<file path="src/rtl/pwm_counter_if.sv">
// Bundle of control inputs and timebase outputs for the PWM counter.
// Purely combinational wiring; no latency of its own.
// No backpressure: the counter consumes controls every cycle and outputs are always valid.
interface pwm_counter_if #(
  parameter int WIDTH   = 16,
  parameter int PRESC_W = 8
);
  logic               en;
  logic               count_reset;
  logic               upnotdown;
  logic [WIDTH-1:0]   period;
  logic [PRESC_W-1:0] prescale;
  logic [WIDTH-1:0]   count_val;
  logic               period_done;

  // Register-block side: drives controls, observes the timebase
  modport master (
    output en, count_reset, upnotdown, period, prescale,
    input  count_val, period_done
  );

  // Counter side: consumes controls, produces the timebase
  modport slave (
    input  en, count_reset, upnotdown, period, prescale,
    output count_val, period_done
  );
endinterface

</file>
<file path="src/rtl/pwm_counter.sv">
// Prescaled up/down timebase with shadowed period/prescale that reload only at wrap.
// Latency: one clk from tick condition to updated count_val / period_done.
// No backpressure: free-running whenever en=1, frozen when en=0.
module pwm_counter #(
  parameter int WIDTH   = 16,
  parameter int PRESC_W = 8
) (
  input  logic         clk,
  input  logic         rst_n,
  pwm_counter_if.slave bus
);

  localparam logic [WIDTH-1:0]   ONE_CNT = WIDTH'(1);
  localparam logic [PRESC_W-1:0] ONE_PC  = PRESC_W'(1);

  logic [WIDTH-1:0]   count_q, count_d;
  logic [PRESC_W-1:0] presc_cnt_q, presc_cnt_d;
  logic [WIDTH-1:0]   act_period_q, act_period_d;
  logic [PRESC_W-1:0] act_presc_q, act_presc_d;
  logic               done_q, done_d;
  logic               tick;
  logic               wrap;

  // Next-state: clear beats run logic; shadows follow inputs when stopped or at a wrap
  always_comb begin
    count_d      = count_q;
    presc_cnt_d  = presc_cnt_q;
    act_period_d = act_period_q;
    act_presc_d  = act_presc_q;
    done_d       = 1'b0;
    tick         = 1'b0;
    wrap         = 1'b0;

    if (bus.count_reset) begin
      count_d      = '0;
      presc_cnt_d  = '0;
      act_period_d = bus.period;
      act_presc_d  = bus.prescale;
    end else if (!bus.en) begin
      act_period_d = bus.period;
      act_presc_d  = bus.prescale;
    end else begin
      tick        = (presc_cnt_q == act_presc_q);
      presc_cnt_d = tick ? '0 : presc_cnt_q + ONE_PC;
      if (tick) begin
        if (bus.upnotdown) begin
          // >= also catches a count stranded above a period shrunk while stopped
          if (count_q >= act_period_q) begin
            count_d = '0;
            wrap    = 1'b1;
          end else begin
            count_d = count_q + ONE_CNT;
          end
        end else begin
          // Down-count reloads from the live input, which is also the next shadow
          if (count_q == '0) begin
            count_d = bus.period;
            wrap    = 1'b1;
          end else begin
            count_d = count_q - ONE_CNT;
          end
        end
      end
      if (wrap) begin
        done_d       = 1'b1;
        act_period_d = bus.period;
        act_presc_d  = bus.prescale;
      end
    end
  end

  // State registers with synchronous active-low reset
  always_ff @(posedge clk) begin
    if (!rst_n) begin
      count_q      <= '0;
      presc_cnt_q  <= '0;
      act_period_q <= '0;
      act_presc_q  <= '0;
      done_q       <= 1'b0;
    end else begin
      count_q      <= count_d;
      presc_cnt_q  <= presc_cnt_d;
      act_period_q <= act_period_d;
      act_presc_q  <= act_presc_d;
      done_q       <= done_d;
    end
  end

  assign bus.count_val   = count_q;
  assign bus.period_done = done_q;

endmodule

</file>
<file path="src/flat_wrapper.sv">
// flat-port wrapper written by rule: the top's interface ports become plain ports
module pwm_counter_flat 
#(
  parameter int WIDTH   = 16,
  parameter int PRESC_W = 8
)
  (clk, rst_n, bus_en, bus_count_reset, bus_upnotdown, bus_period, bus_prescale, bus_count_val, bus_period_done);
  pwm_counter_if #(.WIDTH(WIDTH), .PRESC_W(PRESC_W)) bus_i ();
  input  logic clk;
  input  logic rst_n;
  input wire logic [$bits(bus_i.en)-1:0] bus_en;
  input wire logic [$bits(bus_i.count_reset)-1:0] bus_count_reset;
  input wire logic [$bits(bus_i.upnotdown)-1:0] bus_upnotdown;
  input wire logic [$bits(bus_i.period)-1:0] bus_period;
  input wire logic [$bits(bus_i.prescale)-1:0] bus_prescale;
  output wire logic [$bits(bus_i.count_val)-1:0] bus_count_val;
  output wire logic [$bits(bus_i.period_done)-1:0] bus_period_done;
  assign bus_i.en = bus_en;
  assign bus_i.count_reset = bus_count_reset;
  assign bus_i.upnotdown = bus_upnotdown;
  assign bus_i.period = bus_period;
  assign bus_i.prescale = bus_prescale;
  assign bus_count_val = bus_i.count_val;
  assign bus_period_done = bus_i.period_done;
  pwm_counter #(.WIDTH(WIDTH), .PRESC_W(PRESC_W)) u_core (.clk(clk), .rst_n(rst_n), .bus(bus_i));
endmodule
</file>
<file path="config.mk">
export PLATFORM = sky130hd
export DESIGN_NAME = pwm_counter_flat
export DESIGN_NICKNAME = d
export VERILOG_FILES = /design/src/rtl/pwm_counter_if.sv /design/src/rtl/pwm_counter.sv /design/src/flat_wrapper.sv
export SDC_FILE = /design/constraint.sdc
export NUM_CORES = 1
export LEC_CHECK = 0
export ABC_CLOCK_PERIOD_IN_PS = 3100
export CORE_MARGIN = 3
export CORE_UTILIZATION = 55
export DETAILED_ROUTE_END_ITERATION = 8
export PLACE_DENSITY = 0.89
export SYNTH_ARGS = -nofsm -noshare
export SYNTH_HDL_FRONTEND = slang
export SYNTH_SLANG_ARGS = --single-unit
</file>
<file path="constraint.sdc">
create_clock -name clk -period 3.1 [get_ports clk]
set_input_delay 0.62 -clock clk [delete_from_list [all_inputs] [get_ports clk]]
set_output_delay 0.62 -clock clk [all_outputs]
set_load 0.005 [all_outputs]
</file>
==> summary.txt <==
Vias per cell: 6.10
Netlist cell types: 55
Post-CTS Hold Buffers: 0
H-tree depth: 2
Worst Reg2Reg Path Length in Cells: 8
Setup_tns: 0 ns
Post-synthesis sequential area ratio: 29.0%
Register bit total from synthesis: 49
Slew headroom: 41.3%
Placed instance area: 3930 um^2
Area Overhead vs Synth: 18.6%
Final hold violation count: 0
# Post-CTS Setup Buffers: 0
Crit-path cells: inv_1 -> ha_1 -> nand2b_1 -> a2111oi_2 -> a2111oi_4 -> or3_1 -> or4_1 -> a31oi_1
Clk root buf: clkbuf_8
First-pass GRT wire length: 15000 um
Status: finished, final reports clean
Total Routing Usage GR: 25.5%
Placed cells: 538
Mapped Area: 3390 um^2
Initial DRC Count: 248
Max Fclk: 0.353 GHz
Row count: 27
DR WL/cell: 16.2 um
Grt ovf: 0
Yosys top cell area share: 29.0%
Final #Nets: 522
DRC: 0
Worst-Margin Slew: 0.878 ns
Predominant post-synthesis flop cell: dfxtp_1
Post_cts resized: 0
Vias: 3333
Total of max-cap violations: 0
CP bufs+invs: 1
CTS tree: yes
Hpwl dp: 6530 um
Final period util: 91.3%
Vert. Die Dim: 84.5 um
Die W: 84.5 um
Router iterations before antenna repair: 5
Critical path class: reg2reg
Setup violators final: 0
Worst EP required: 3.32 ns
Vias in the first global route: 3224
CP Launch Type: register
Die ar.: 7140 um^2
Count of input and output buffers: 45
GPL Wtd Cong: 0.929
CP Depth: 8
Slowest stage delay, CP: 0.51 ns
Initial Util: 59.0%
Crit path DAT: 3.05 ns
Clk sink count: 49
Syn Nets: 483
Clk buf depth: 2
Core area: 5740 um^2
Worst hold path type: reg2reg
Endpoint class of the critical path: register
Cells taking the most area after synthesis: dfxtp_1 (29%), nand2_1 (9.4%), mux2i_1 (7.7%)
I/O pin cnt: 46
Pins Over Slew Limit: 0
Final ANT Viol Nets: 0
Initial antenna violation count: 0
Peak VDD IR: 0.000289 V
Worst clock skew: 0.00916 ns
Largest net degree at the start of global routing: 50
Total clock buffers created by CTS: 5
Synth Area per Inst: 7.81 um^2
Most common cell after layout, fill and taps aside: nand2_1
Post-layout min period: 2.83 ns
Crit-path slowest cell: or4_1
Most frequent cells in the layout: nand2_1 (85), dfxtp_1 (49), clkdlybuf4s50_1 (44), mux2i_1 (26)
Count of flip-flops with a built-in enable after synthesis: 0
Area leader, netlist: dfxtp_1
Worst hold path cell count: 2
P per Cell Area: 346 nW/um^2
Ys async rst share: 0%
N_diodes: 0
Cells after Synth: 434
Finished Layout Cells: 546
Final Routed Wirelength: 8870 um
Clk Latency, worst-skew pair: 0.31 ns
Leak: 0.00149 uW
Hold WS: 0.466 ns
Worst-path clk slew: 0.10 ns
Delay-heaviest family, CP: simple AND/OR/NAND/NOR gates
Synthesis Warnings: 0
Final instance area: 4020 um^2
Unrepaired setup endpoints after global routing: no
Share of post-route cells with drive strength above 1: 7.81%
Crit Path Max Fanout: 7
-- synthesized netlist by cell type, types with 2 or more instances --
cell type	instances
nor3_1	10
buf_2	3
or4b_1	3
nor3b_1	2
nor4b_1	2
dfxtp_1	49
nor2b_1	3
o31ai_1	2
a211oi_1	4
o211ai_1	9
a31oi_1	12
or4_1	3
o21ai_0	10
inv_1	21
nand3_1	14
o32a_1	2
o21ai_1	5
or3_1	10
clkbuf_1	25
and2_1	2
nand2b_1	4
o21a_1	5
xnor2_1	14
nand2_1	85
a2bb2oi_1	3
mux2i_1	26
xor2_1	6
ha_1	20
a21oi_1	15
nand4_1	9
nor4_1	11
a22oi_1	4
buf_6	3
nor2_1	15
buf_1	3
-- per-stage QoR --
step	power, uW	utilization [%]	setup slack (ns)
detailed placement	1000	68.4	0.289
floorplan	892	-	0.472
global route	1450	70.0	0.0525
global placement	994	68.4	0.392
finish	1390	70.0	0.269
CTS	1390	70.0	0.267
-- layer usage --
| layer | track usage [%] | wire length, um | vias to the layer above |
|---|---|---|---|
| met5 | 0 | 0 | - |
| met4 | 6.19 | 128 | 0 |
| met3 | 5.00 | 603 | 11 |
| met2 | 44.6 | 4340 | 117 |
| met1 | 32.2 | 3800 | 1575 |
| li1 | - | - | 1630 |
-- flip-flops by register name, summed over array words and instances (netlist names) --
name and cells:
u_core.act_period_q 16, u_core.act_presc_q 8, u_core.bus.count_val 16, u_core.bus.period_done 1, u_core.presc_cnt_q 8
-- area by class of cell --
cell class                      count  area (um^2)
Clock inverter                      3         21.3
Inverter                           21         78.8
Multi-Input combinational cell    330         2170
Timing Repair Buffer               66          603
Sequential cell                    49          981
Tap cell                           72         90.1
Fill cell                         483         1730
Clock buffer                        5         68.8
-- logic make-up (layout without fill, tap and decap cells) --
family	count (synthesis)	in the layout	share of synthesized area [%]
mux	26	26	7.68
compound gates	81	81	16.7
flops	49	49	29.0
fa+ha+maj	20	20	7.39
xor+xnor	20	20	5.17
simple gates	183	183	27.3
buf+inv	55	95	6.87
-- worst reg2reg max path, stage by stage (launching register included) --
cell	delay (ns)
dfxtp_1	0.43
inv_1	0.13
ha_1	0.30
nand2b_1	0.15
a2111oi_2	0.48
a2111oi_4	0.07
or3_1	0.50
or4_1	0.51
a31oi_1	0.17
-- power by group --
group	switching [uW]	leakage, uW	internal [uW]
clock	238	0.0000445	161
combinational	174	0.00105	142
sequential	21.0	0.000401	656
-- final timing paths --
check | from | endpoint | slack [ns]
worst min register to register | u_core.act_period_q[13] | u_core.act_period_q[13] | 0.47
worst max-delay path | u_core.bus.count_val[0] | u_core.bus.count_val[8] | 0.27
worst max register to register | u_core.bus.count_val[0] | u_core.bus.count_val[8] | 0.27
worst min-delay path | u_core.act_period_q[13] | u_core.act_period_q[13] | 0.47
Power figures use the tool's default switching activity.
